--- config.mk ---
export PLATFORM = sky130hd
export DESIGN_NAME = imem_loader_flat
export DESIGN_NICKNAME = d
export VERILOG_FILES = /design/src/rtl/imem_loader_pkg.sv /design/src/rtl/imem_loader_if.sv /design/src/rtl/imem_loader_byte_bank.sv /design/src/rtl/imem_loader.sv /design/src/flat_wrapper.sv
export SDC_FILE = /design/constraint.sdc
export NUM_CORES = 1
export LEC_CHECK = 0
export CAP_MARGIN = 20
export CORE_UTILIZATION = 47
export DETAILED_ROUTE_END_ITERATION = 12
export MAX_ROUTING_LAYER = met4
export PLACE_DENSITY = 0.77
export SYNTH_ARGS = -nofsm -noshare
export SYNTH_HDL_FRONTEND = slang
export SYNTH_HIERARCHICAL = 1
export SYNTH_SLANG_ARGS = --single-unit
--- constraint.sdc ---
create_clock -name clk -period 2.6 [get_ports clk]
set_input_delay 0.52 -clock clk [delete_from_list [all_inputs] [get_ports clk]]
set_output_delay 0.52 -clock clk [all_outputs]
set_load 0.1 [all_outputs]
--- src/rtl/imem_loader_pkg.sv ---
// -----------------------------------------------------------------------------
// imem_loader_pkg
// Shared types and constants for the instruction-memory loader.
//   ldr_state_t  : loader sequencing states (IDLE -> LOAD -> RUN)
//   WORD_BYTES   : bytes per instruction word
//   RTYPE_OPCODE : R-type opcode, also used by the core's decoder
//   is_rtype()   : helper, true when a word carries the R-type opcode
// -----------------------------------------------------------------------------
package imem_loader_pkg;

  typedef enum logic [1:0] {
    IDLE = 2'd0,
    LOAD = 2'd1,
    RUN  = 2'd2
  } ldr_state_t;

  localparam int WORD_BYTES = 4;

  localparam logic [6:0] RTYPE_OPCODE = 7'b0110011;

  // Anything that is not R-type (including an all-zero word) is a no-op for
  // the core, which is why cleared memory is safe to execute.
  function automatic logic is_rtype(input logic [31:0] word);
    return (word[6:0] == RTYPE_OPCODE);
  endfunction

endpackage

--- src/rtl/imem_loader_if.sv ---
// -----------------------------------------------------------------------------
// imem_loader_if
// Instruction-word stream into the loader (valid/ready handshake).
//   s_valid : word valid (source -> loader)
//   s_ready : loader can accept a word (loader -> source)
//   s_word  : 32-bit instruction word, little-endian packed into memory
//   s_last  : final word of the program, qualified by a transfer
// Modports: master = word source, slave = loader.
// -----------------------------------------------------------------------------
interface imem_loader_if;

  logic        s_valid;
  logic        s_ready;
  logic [31:0] s_word;
  logic        s_last;

  modport master (
    output s_valid,
    output s_word,
    output s_last,
    input  s_ready
  );

  modport slave (
    input  s_valid,
    input  s_word,
    input  s_last,
    output s_ready
  );

endinterface

--- src/rtl/imem_loader_byte_bank.sv ---
// -----------------------------------------------------------------------------
// imem_loader_byte_bank
// DEPTH-byte storage that the core reads as its instruction memory.
// One 32-bit little-endian word write port at a byte address, plus a
// synchronous clear of the whole array.
//   clk, reset_n : clock, asynchronous active-low reset (clears all bytes)
//   i_clear      : clear every byte on this edge (wins over a write)
//   i_we         : write i_wdata at byte address i_addr
//   i_addr       : byte address of the least significant byte
//   i_wdata      : word; byte k goes to address i_addr+k
//   o_bytes      : the whole array, straight from the byte registers
// -----------------------------------------------------------------------------
module imem_loader_byte_bank
  import imem_loader_pkg::*;
#(
  parameter int DEPTH = 8,
  parameter int PTR_W = 8
) (
  input  logic             clk,
  input  logic             reset_n,
  input  logic             i_clear,
  input  logic             i_we,
  input  logic [PTR_W-1:0] i_addr,
  input  logic [31:0]      i_wdata,
  output logic [7:0]       o_bytes [DEPTH]
);

  // The core reads every byte in parallel, so the storage is a bank of
  // individually addressed byte registers rather than a RAM macro.
  for (genvar gi = 0; gi < DEPTH; gi++) begin : g_byte
    localparam logic [PTR_W-1:0] BYTE_ADDR = PTR_W'(gi);

    logic [PTR_W-1:0] w_off;
    logic             w_hit;
    logic [7:0]       w_lane;
    logic [7:0]       r_byte;

    // Distance of this byte above the write address; it is one of the
    // four written lanes when that distance is below WORD_BYTES.
    assign w_off  = BYTE_ADDR - i_addr;
    assign w_hit  = i_we && (w_off < PTR_W'(WORD_BYTES));
    assign w_lane = i_wdata[{w_off[1:0], 3'b000} +: 8];

    always_ff @(posedge clk or negedge reset_n) begin
      if (!reset_n) begin
        r_byte <= 8'h00;
      end else if (i_clear) begin
        r_byte <= 8'h00;
      end else if (w_hit) begin
        r_byte <= w_lane;
      end
    end

    assign o_bytes[gi] = r_byte;
  end

endmodule

--- src/rtl/imem_loader.sv ---
// -----------------------------------------------------------------------------
// imem_loader
// Writer side of the single-cycle core's instruction memory. Accepts 32-bit
// words on a valid/ready stream, packs them little-endian into a byte array
// and sequences the core: held in reset while loading, released and clocked
// through its enable once the program is resident.
//   clk, reset_n   : clock, asynchronous active-low reset
//   i_start        : 1-cycle pulse; clear memory and (re)load (ignored in LOAD)
//   s_if (slave)   : s_valid / s_ready / s_word / s_last word stream
//   o_imem         : DEPTH bytes to the core's instruction-memory input
//   o_core_reset   : active-high core reset, low only in RUN
//   o_core_en      : core evaluate enable, toggles every clock in RUN
//   o_load_done    : program resident and core running
//   o_trunc_err    : sticky, memory filled before s_last arrived
//   o_word_count   : words written in the current load
// -----------------------------------------------------------------------------
module imem_loader
  import imem_loader_pkg::*;
#(
  parameter int DEPTH = 8,
  parameter int PTR_W = 8
) (
  input  logic             clk,
  input  logic             reset_n,
  input  logic             i_start,
  imem_loader_if.slave     s_if,
  output logic [7:0]       o_imem [DEPTH],
  output logic             o_core_reset,
  output logic             o_core_en,
  output logic             o_load_done,
  output logic             o_trunc_err,
  output logic [PTR_W-1:0] o_word_count
);

  localparam logic [PTR_W:0] DEPTH_X   = (PTR_W + 1)'(DEPTH);
  localparam logic [PTR_W:0] WORD_STEP = (PTR_W + 1)'(WORD_BYTES);

  ldr_state_t       r_state;
  ldr_state_t       w_state_next;
  logic [PTR_W-1:0] r_wr_ptr;
  logic [PTR_W-1:0] r_word_count;
  logic             r_trunc_err;
  logic             r_core_en;
  logic             w_core_en_next;

  logic [PTR_W:0]   w_ptr_sum;
  logic             w_s_ready;
  logic             w_xfer;
  logic             w_fill;
  logic             w_clear;

  // One extra bit so the sum can be compared with DEPTH even when DEPTH
  // equals 2**PTR_W.
  assign w_ptr_sum = {1'b0, r_wr_ptr} + WORD_STEP;
  assign w_s_ready = (r_state == LOAD) && ({1'b0, r_wr_ptr} < DEPTH_X);
  assign w_xfer    = s_if.s_valid && w_s_ready;
  assign w_fill    = w_xfer && (w_ptr_sum >= DEPTH_X);
  // A start is honoured from IDLE or RUN only; a start mid-load is dropped.
  assign w_clear   = i_start && (r_state != LOAD);

  // ---------------------------------------------------------------------------
  // FSM
  // ---------------------------------------------------------------------------
  always_ff @(posedge clk or negedge reset_n) begin
    if (!reset_n) begin
      r_state <= IDLE;
    end else begin
      r_state <= w_state_next;
    end
  end

  always_comb begin
    w_state_next   = r_state;
    w_core_en_next = 1'b0;
    case (r_state)
      IDLE: begin
        if (i_start) begin
          w_state_next = LOAD;
        end
      end
      LOAD: begin
        // Filling the last word ends the load whether or not s_last came.
        if (w_xfer && (s_if.s_last || w_fill)) begin
          w_state_next = RUN;
        end
      end
      RUN: begin
        if (i_start) begin
          w_state_next = LOAD;
        end
      end
      default: begin
        w_state_next = IDLE;
      end
    endcase

    // The enable only toggles between two RUN cycles: it stays low on the
    // entry edge (so the first toggle lands one cycle into RUN) and drops
    // on the same edge that leaves RUN for a reload.
    if ((r_state == RUN) && (w_state_next == RUN)) begin
      w_core_en_next = ~r_core_en;
    end
  end

  // ---------------------------------------------------------------------------
  // Pointer, counters and status
  // ---------------------------------------------------------------------------
  always_ff @(posedge clk or negedge reset_n) begin
    if (!reset_n) begin
      r_wr_ptr     <= '0;
      r_word_count <= '0;
      r_trunc_err  <= 1'b0;
      r_core_en    <= 1'b0;
    end else begin
      r_core_en <= w_core_en_next;
      if (w_clear) begin
        r_wr_ptr     <= '0;
        r_word_count <= '0;
        r_trunc_err  <= 1'b0;
      end else if (w_xfer) begin
        // The pointer never wraps; when DEPTH is 2**PTR_W the final
        // increment does not fit and the pointer simply holds.
        if (!w_ptr_sum[PTR_W]) begin
          r_wr_ptr <= w_ptr_sum[PTR_W-1:0];
        end
        r_word_count <= r_word_count + 1'b1;
        if (w_fill && !s_if.s_last) begin
          r_trunc_err <= 1'b1;
        end
      end
    end
  end

  // ---------------------------------------------------------------------------
  // Memory
  // ---------------------------------------------------------------------------
  imem_loader_byte_bank #(
    .DEPTH (DEPTH),
    .PTR_W (PTR_W)
  ) u_bank (
    .clk     (clk),
    .reset_n (reset_n),
    .i_clear (w_clear),
    .i_we    (w_xfer),
    .i_addr  (r_wr_ptr),
    .i_wdata (s_if.s_word),
    .o_bytes (o_imem)
  );

  assign s_if.s_ready = w_s_ready;
  assign o_core_reset = (r_state != RUN);
  assign o_load_done  = (r_state == RUN);
  assign o_core_en    = r_core_en;
  assign o_trunc_err  = r_trunc_err;
  assign o_word_count = r_word_count;

endmodule

--- src/flat_wrapper.sv ---
// flat-port wrapper written by rule: the top's interface ports become plain ports
module imem_loader_flat import imem_loader_pkg::*;
#(
  parameter int DEPTH = 8,
  parameter int PTR_W = 8
)
  (clk, reset_n, i_start, o_imem, o_core_reset, o_core_en, o_load_done, o_trunc_err, o_word_count, s_if_s_valid, s_if_s_word, s_if_s_last, s_if_s_ready);
  imem_loader_if s_if_i ();
  input  logic clk;
  input  logic reset_n;
  input  logic i_start;
  output logic [7:0] o_imem[DEPTH];
  output logic o_core_reset;
  output logic o_core_en;
  output logic o_load_done;
  output logic o_trunc_err;
  output logic [PTR_W-1:0] o_word_count;
  input wire logic [$bits(s_if_i.s_valid)-1:0] s_if_s_valid;
  input wire logic [$bits(s_if_i.s_word)-1:0] s_if_s_word;
  input wire logic [$bits(s_if_i.s_last)-1:0] s_if_s_last;
  output wire logic [$bits(s_if_i.s_ready)-1:0] s_if_s_ready;
  assign s_if_i.s_valid = s_if_s_valid;
  assign s_if_i.s_word = s_if_s_word;
  assign s_if_i.s_last = s_if_s_last;
  assign s_if_s_ready = s_if_i.s_ready;
  imem_loader #(.DEPTH(DEPTH), .PTR_W(PTR_W)) u_core (.clk(clk), .reset_n(reset_n), .i_start(i_start), .s_if(s_if_i), .o_imem(o_imem), .o_core_reset(o_core_reset), .o_core_en(o_core_en), .o_load_done(o_load_done), .o_trunc_err(o_trunc_err), .o_word_count(o_word_count));
endmodule
==> Yosys cells after proc, flatten, opt, wreduce, memory -nomap -nowiden <==
Cells that the tools add are included.
W data, S select, Z words.
{ "op_classes": {"bitwise": 1, "n_reduce_logical": 31, "eq_ne": 6, "div": 0, "n_addsub": 10, "multipliers": 0, "shifts": 8, "magnitude_cmp": 10, "mux": 28} }
{ "op_table": {"columns": ["operator", "n"], "rows": [
  ["$shiftx A32 B6 Y8", 8],
  ["$mux W8", 21],
  ["$lt A8 B3 Y1 const B", 8],
  ["$sub A3 B8 Y8 const A", 4],
  ["$reduce_bool A2 Y1", 10],
  ["$sub A1 B8 Y8 const A", 2],
  ["$sub A2 B8 Y8 const A", 2],
  ["$logic_and A1 B1 Y1", 15],
  ["$add A8 B3 Y9 const B", 1],
  ["$ge A9 B4 Y1 const B", 1],
  ["$add A8 B1 Y8 const B", 1],
  ["$lt A8 B4 Y1 const B", 1],
  ["$eq A2 B2 Y1 const B", 2],
  ["$mux W1", 4],
  ["$mux W2", 2],
  ["$ne A2 B2 Y1 const B", 2],
  ["$pmux W2 S2", 1],
  ["$reduce_and A2 Y1", 2],
  ["$eq A2 B1 Y1 const B", 1],
  ["$logic_not A2 Y1", 1],
  ["$ne A2 B1 Y1 const B", 1],
  ["$reduce_or A2 Y1", 1],
  ["$logic_not A1 Y1", 1],
  ["$logic_or A1 B1 Y1", 1],
  ["$not A1 Y1", 1]
]} }
{ "word_totals": {"ff_bits": 84, "rom_bits": 0, "mem_count": 0, "inputBits": 37, "ram_bits": 0, "latch_bits": 0} }

==> Logic depth before layout (Yosys ltp) <==
{ "depth": {"ltp_word": 11, "depth_mapped": 10} }

==> Cells and area by module <==
Netlist, hierarchy kept.
{ "by_module_without_submodules": {"columns": ["mod", "seq_area_each_um2", "cells_per_inst", "area_per_inst_um2", "n_inst"], "rows": [
  ["imem_loader_byte_bank", 1601.5, 387, 4528.1, 1],
  ["imem_loader", 450.4, 84, 879.6, 1]
]} }

==> Worst setup path before layout <==
OpenSTA, ideal clock, no wires.
{ "synth_timing": {"kind": "reg-to-reg", "from": "reg u_core.r_wr_ptr[4]", "to": "reg u_core.u_bank.g_byte[7].r_byte[0]", "path_stages_with_launch": 9, "t_arrival_ps": 2439, "path_slack_ps": 32, "n_path_buf": 1, "setup_time_ps": 129, "required_ps": 2471, "period_less_slack_ps": 2568, "cell_sequence": "dfrtp_1 buf_6 clkinv_1 ha_1 xnor2_1 or3_1 a2111oi_4 mux2i_1 nor2_1"} }
{ "synth_via": {"elab_chain_cells": 5, "word_cells_on_any_way": 7, "cone_classes": "add/sub: 1; order compare: 2; reduce/logical: 4"} }
{ "synth_rtl": {"columns": ["item", "line_no", "rtl"], "rows": [
  ["start, declared", "imem_loader.sv:40", "logic [PTR_W-1:0] r_wr_ptr;"],
  ["start signal, assigned", "imem_loader.sv:124", "r_wr_ptr <= w_ptr_sum[PTR_W-1:0];"],
  ["branches (longest 3 deep; another with $sub A3 B8 Y8)", null, null],
  ["$logic_and A1 B1 Y1 (*)", "imem_loader_byte_bank.sv:41", "assign w_hit = i_we && (w_off < PTR_W'(WORD_BYTES));"],
  ["$reduce_bool A2 Y1 (no source line) (*)", null, null],
  ["end signal, assigned", "imem_loader_byte_bank.sv:50", "r_byte <= w_lane;"],
  ["end, declared", "imem_loader_byte_bank.sv:36", "logic [7:0] r_byte;"]
]} }
Mark *: on every way between the ends.
A chain may end at the register's enable or synchronous reset.

==> Worst setup path after layout <==
{ "layout_timing": {"from": "in s_if_s_valid", "to": "reg u_core.u_bank.g_byte[3].r_byte[6]"} }
{ "layout_via": {"elab_chain_cells": 3} }
{ "layout_rtl": {"columns": ["item", "line_no", "rtl"], "rows": [
  ["start, declared", "flat_wrapper.sv:18", "input wire logic [$bits(s_if_i.s_valid)-1:0] s_if_s_valid;"],
  ["$logic_and A1 B1 Y1", "imem_loader.sv:56", "assign w_xfer = s_if.s_valid && w_s_ready;"],
  ["via u_core.w_xfer", "imem_loader.sv:48", "logic w_xfer;"],
  ["$logic_and A1 B1 Y1", "imem_loader_byte_bank.sv:41", null],
  ["$reduce_bool A2 Y1 (no source line)", null, null],
  ["end signal, assigned", "imem_loader_byte_bank.sv:50", null],
  ["end, declared", "imem_loader_byte_bank.sv:36", null]
]} }
The timed path passes the listed nets, and every way through them passes these cells.

==> impl_metrics.tcl <==
set metrics [dict create \
    worstMarginPinSlew_ns 0.525 \
    postLayoutSetupSlackWorst_ns 0.161 \
    period_share_pct 93.8 \
    clock-sinks 82 \
    cts_setup_buffers 0 \
    final-hold-violation-count 0 \
    via_count_of_the_first_global_routing_pass 4264 \
    half_perimeter_wire_length_of_the_detailed_placement_result_mm 9.99 \
    rsz0062_at_grt "false" \
    row_count 38 \
    p_leak_nw 3.19 \
    final_period_minus_worst_setup_slack_ns 2.44 \
    chipHeight_um 109 \
    dr_total_vias 4277 \
    routed_wirelength_mm 13.9 \
    synthTopCellsByArea "sky130_fd_sc_hd__dfrtp_1 (38%), sky130_fd_sc_hd__mux2i_1 (13%), sky130_fd_sc_hd__mux4_2 (10%), sky130_fd_sc_hd__nand2b_1 (9.0%), sky130_fd_sc_hd__mux4_1 (3.4%)" \
    pwr_density_cell_nw_per_um2 965 \
    route.detailed.drc 0 \
    final_nets 648 \
    share_of_async_settable_or_async_resettable_flops_after_synthesis_pct 100 \
    die_area_sq_um 11900 \
    cts_inserted_buffers 9 \
    drt.antenna.violating_nets 0 \
    synthesis.area_sq_um 5410 \
    antenna_found_initial 0 \
    ys_seq_area_share_pct 37.9 \
    cts_tree "built" \
    ctsHoldBuffers 0 \
    preCtsSetupSlack_ns -0.157 \
    globalRoute.totalOverflow 0 \
    cts_root_buffer "sky130_fd_sc_hd__clkbuf_16" \
    core_sq_um 11000 \
    routed_wire_length_per_instance_um 18.6 \
    critPathKind "input port to flop" \
    detailedRoute.firstPassIterationCount 4 \
    start_kind "input port" \
    max_freq_mhz 410 \
    synth_largest_area_cell "sky130_fd_sc_hd__dfrtp_1" \
    grt_max_degree 98 \
    critPathArrivalTime_ns 2.66 \
    layout_commonest_cell "sky130_fd_sc_hd__buf_4" \
    synthDistinctLibCells 56 \
    antenna_cells 0 \
    worst_clock_skew_on_the_final_layout_ns 0.00776 \
    max-clock-path-buffers 2 \
    postSynthRegisterBits 82 \
    final_layout_size_suffix_gt1_share_pct 26.7 \
    yosys_warnings 6 \
    synth_largest_type_area_fraction_pct 37.9 \
    crit_required_ns 2.82 \
    worstSkewPairLatency_ns 0.34 \
    cts_max_level 3 \
    timing_max_transition_violations_final 0 \
    die_w_um 109 \
    status "completed" \
    ios 114 \
    slew-limit-headroom_pct 65.0 \
    max_cap_viol_count 0 \
    vias_per_cell 5.75 \
    setup.worst_path.end_class "flop" \
    hold_slack_ns 0.156 \
    post_route_insts_no_fill 744 \
    post_cts_resized 0 \
    critical_path.max_fanout 8 \
    setup_viol 0 \
    flow.area_growth_from_synthesis_pct 28.0 \
    post_synthesis_area_per_instance_sq_um 11.5 \
    total_routing_usage_gr_pct 24.9 \
    floorplan.initialDensity_pct 49.0 \
    synth_enable_flop_cells 0 \
    place.gp.congestion 0.874 \
    ir_drop_v 0.000925 \
    synth_cells 471 \
    place.port_buffers 113 \
    layout_common_cells "sky130_fd_sc_hd__buf_4 (98), sky130_fd_sc_hd__dfrtp_1 (82), sky130_fd_sc_hd__nand2b_1 (78)" \
    grt_first_pass_wirelength_mm 21.9 \
    clk_transition_reported_paths_ns 0.07 \
    synth_top_flop_cell "sky130_fd_sc_hd__dfrtp_1" \
    dp.cells 728 \
    hold_path_class "input port to asynchronous set/reset pin" \
    dr_iter_0_viols 244 \
]
power breakdown:
group          internal, mW  total [mW]  switching, mW  leakage, nW
Combinational          1.19        3.79           2.59         1.91
Clock                 0.705        1.25          0.544        0.146
Sequential             1.48        1.65          0.170         1.13
worst max-delay path: stages:
cell and delay, ns:
sky130_fd_sc_hd__clkdlybuf4s50_1 0.48, sky130_fd_sc_hd__nor4b_1 0.25, sky130_fd_sc_hd__nand2_1 0.11, sky130_fd_sc_hd__inv_1 0.19, sky130_fd_sc_hd__o221ai_1 0.26, sky130_fd_sc_hd__nor4b_2 0.33
sky130_fd_sc_hd__buf_4 0.24, sky130_fd_sc_hd__mux2i_1 0.22, sky130_fd_sc_hd__nor2_1 0.06
flip-flops by register name, summed over array words and instances (netlist names):
signal                       flops
u_core/u_bank/g_byte.r_byte     64
u_core/o_word_count              8
u_core/r_wr_ptr                  6
u_core/r_state                   2
u_core/o_core_en                 1
u_core/o_trunc_err               1
cell families after synthesis:
group | synth area share (%)
compound gates | 5.95
fa+ha+maj | 2.78
xor+xnor | 2.92
other cells | 0.0693
buf+inv | 4.37
mux | 26.6
flops | 37.9
simple gates | 19.4
Yosys cell counts (all sizes together) (5+ instances only):
| library cell | instances |
|---|---|
| nor2 | 31 |
| clkbuf | 14 |
| nand4 | 5 |
| o21ai | 7 |
| mux2i | 68 |
| xnor2 | 14 |
| or4 | 6 |
| a21oi | 16 |
| nand2 | 15 |
| dfrtp | 82 |
| ha | 12 |
| nand2b | 78 |
| mux4 | 32 |
| nor3 | 7 |
| nand3 | 5 |
| buf | 14 |
| inv | 11 |
through the flow:
stage	TNS, ns	util, %	power (mW)	area (sq um)
after floorplan	0	-	4.50	5430
after global placement	-0.963	60.1	5.38	6630
after detailed placement	-2.34	60.1	5.42	6630
after CTS	0	62.7	6.69	6920
after global routing	0	62.7	6.98	6920
final	0	62.7	6.68	6920
cell type report:
type / count / area [sq um]
clock buffers: 11 / 253
clock inverters: 5 / 36.3
well taps: 140 / 175
multi-input cells: 355 / 3150
flip-flops and latches: 82 / 2050
repair buffers: 139 / 1210
fillers: 879 / 4110
inverters: 12 / 45.0
worst paths after layout:
path	startpoint	to	slack, ns	depth (start not counted)
max	s_if_s_valid	u_core/u_bank/g_byte[3].r_byte[6]$_DFFE_PN0P_	0.16	9
min	reset_n	u_core/o_core_en$_DFF_PN0_	0.16	1
max reg2reg	u_core/r_wr_ptr[3]$_DFFE_PN0P_	u_core/u_bank/g_byte[5].r_byte[7]$_DFFE_PN0P_	0.16	8
min reg2reg	u_core/o_core_en$_DFF_PN0_	u_core/o_core_en$_DFF_PN0_	0.43	1
max in group asynchronous	reset_n	u_core/r_wr_ptr[2]$_DFFE_PN0P_	1.81	2
min in group clk	u_core/o_core_en$_DFF_PN0_	u_core/o_core_en$_DFF_PN0_	0.43	1
layer usage:
layer	global-route usage (%)	routed length, um	vias to the layer above	share of wire [%]
met4	6.76	190	0	1.4
met5	-	0	-	0
met1	34.6	6320	2156	46
met2	38.6	6660	155	48
li1	-	-	1951	-
met3	3.17	675	15	4.9
(Power assumes the default switching activity.)
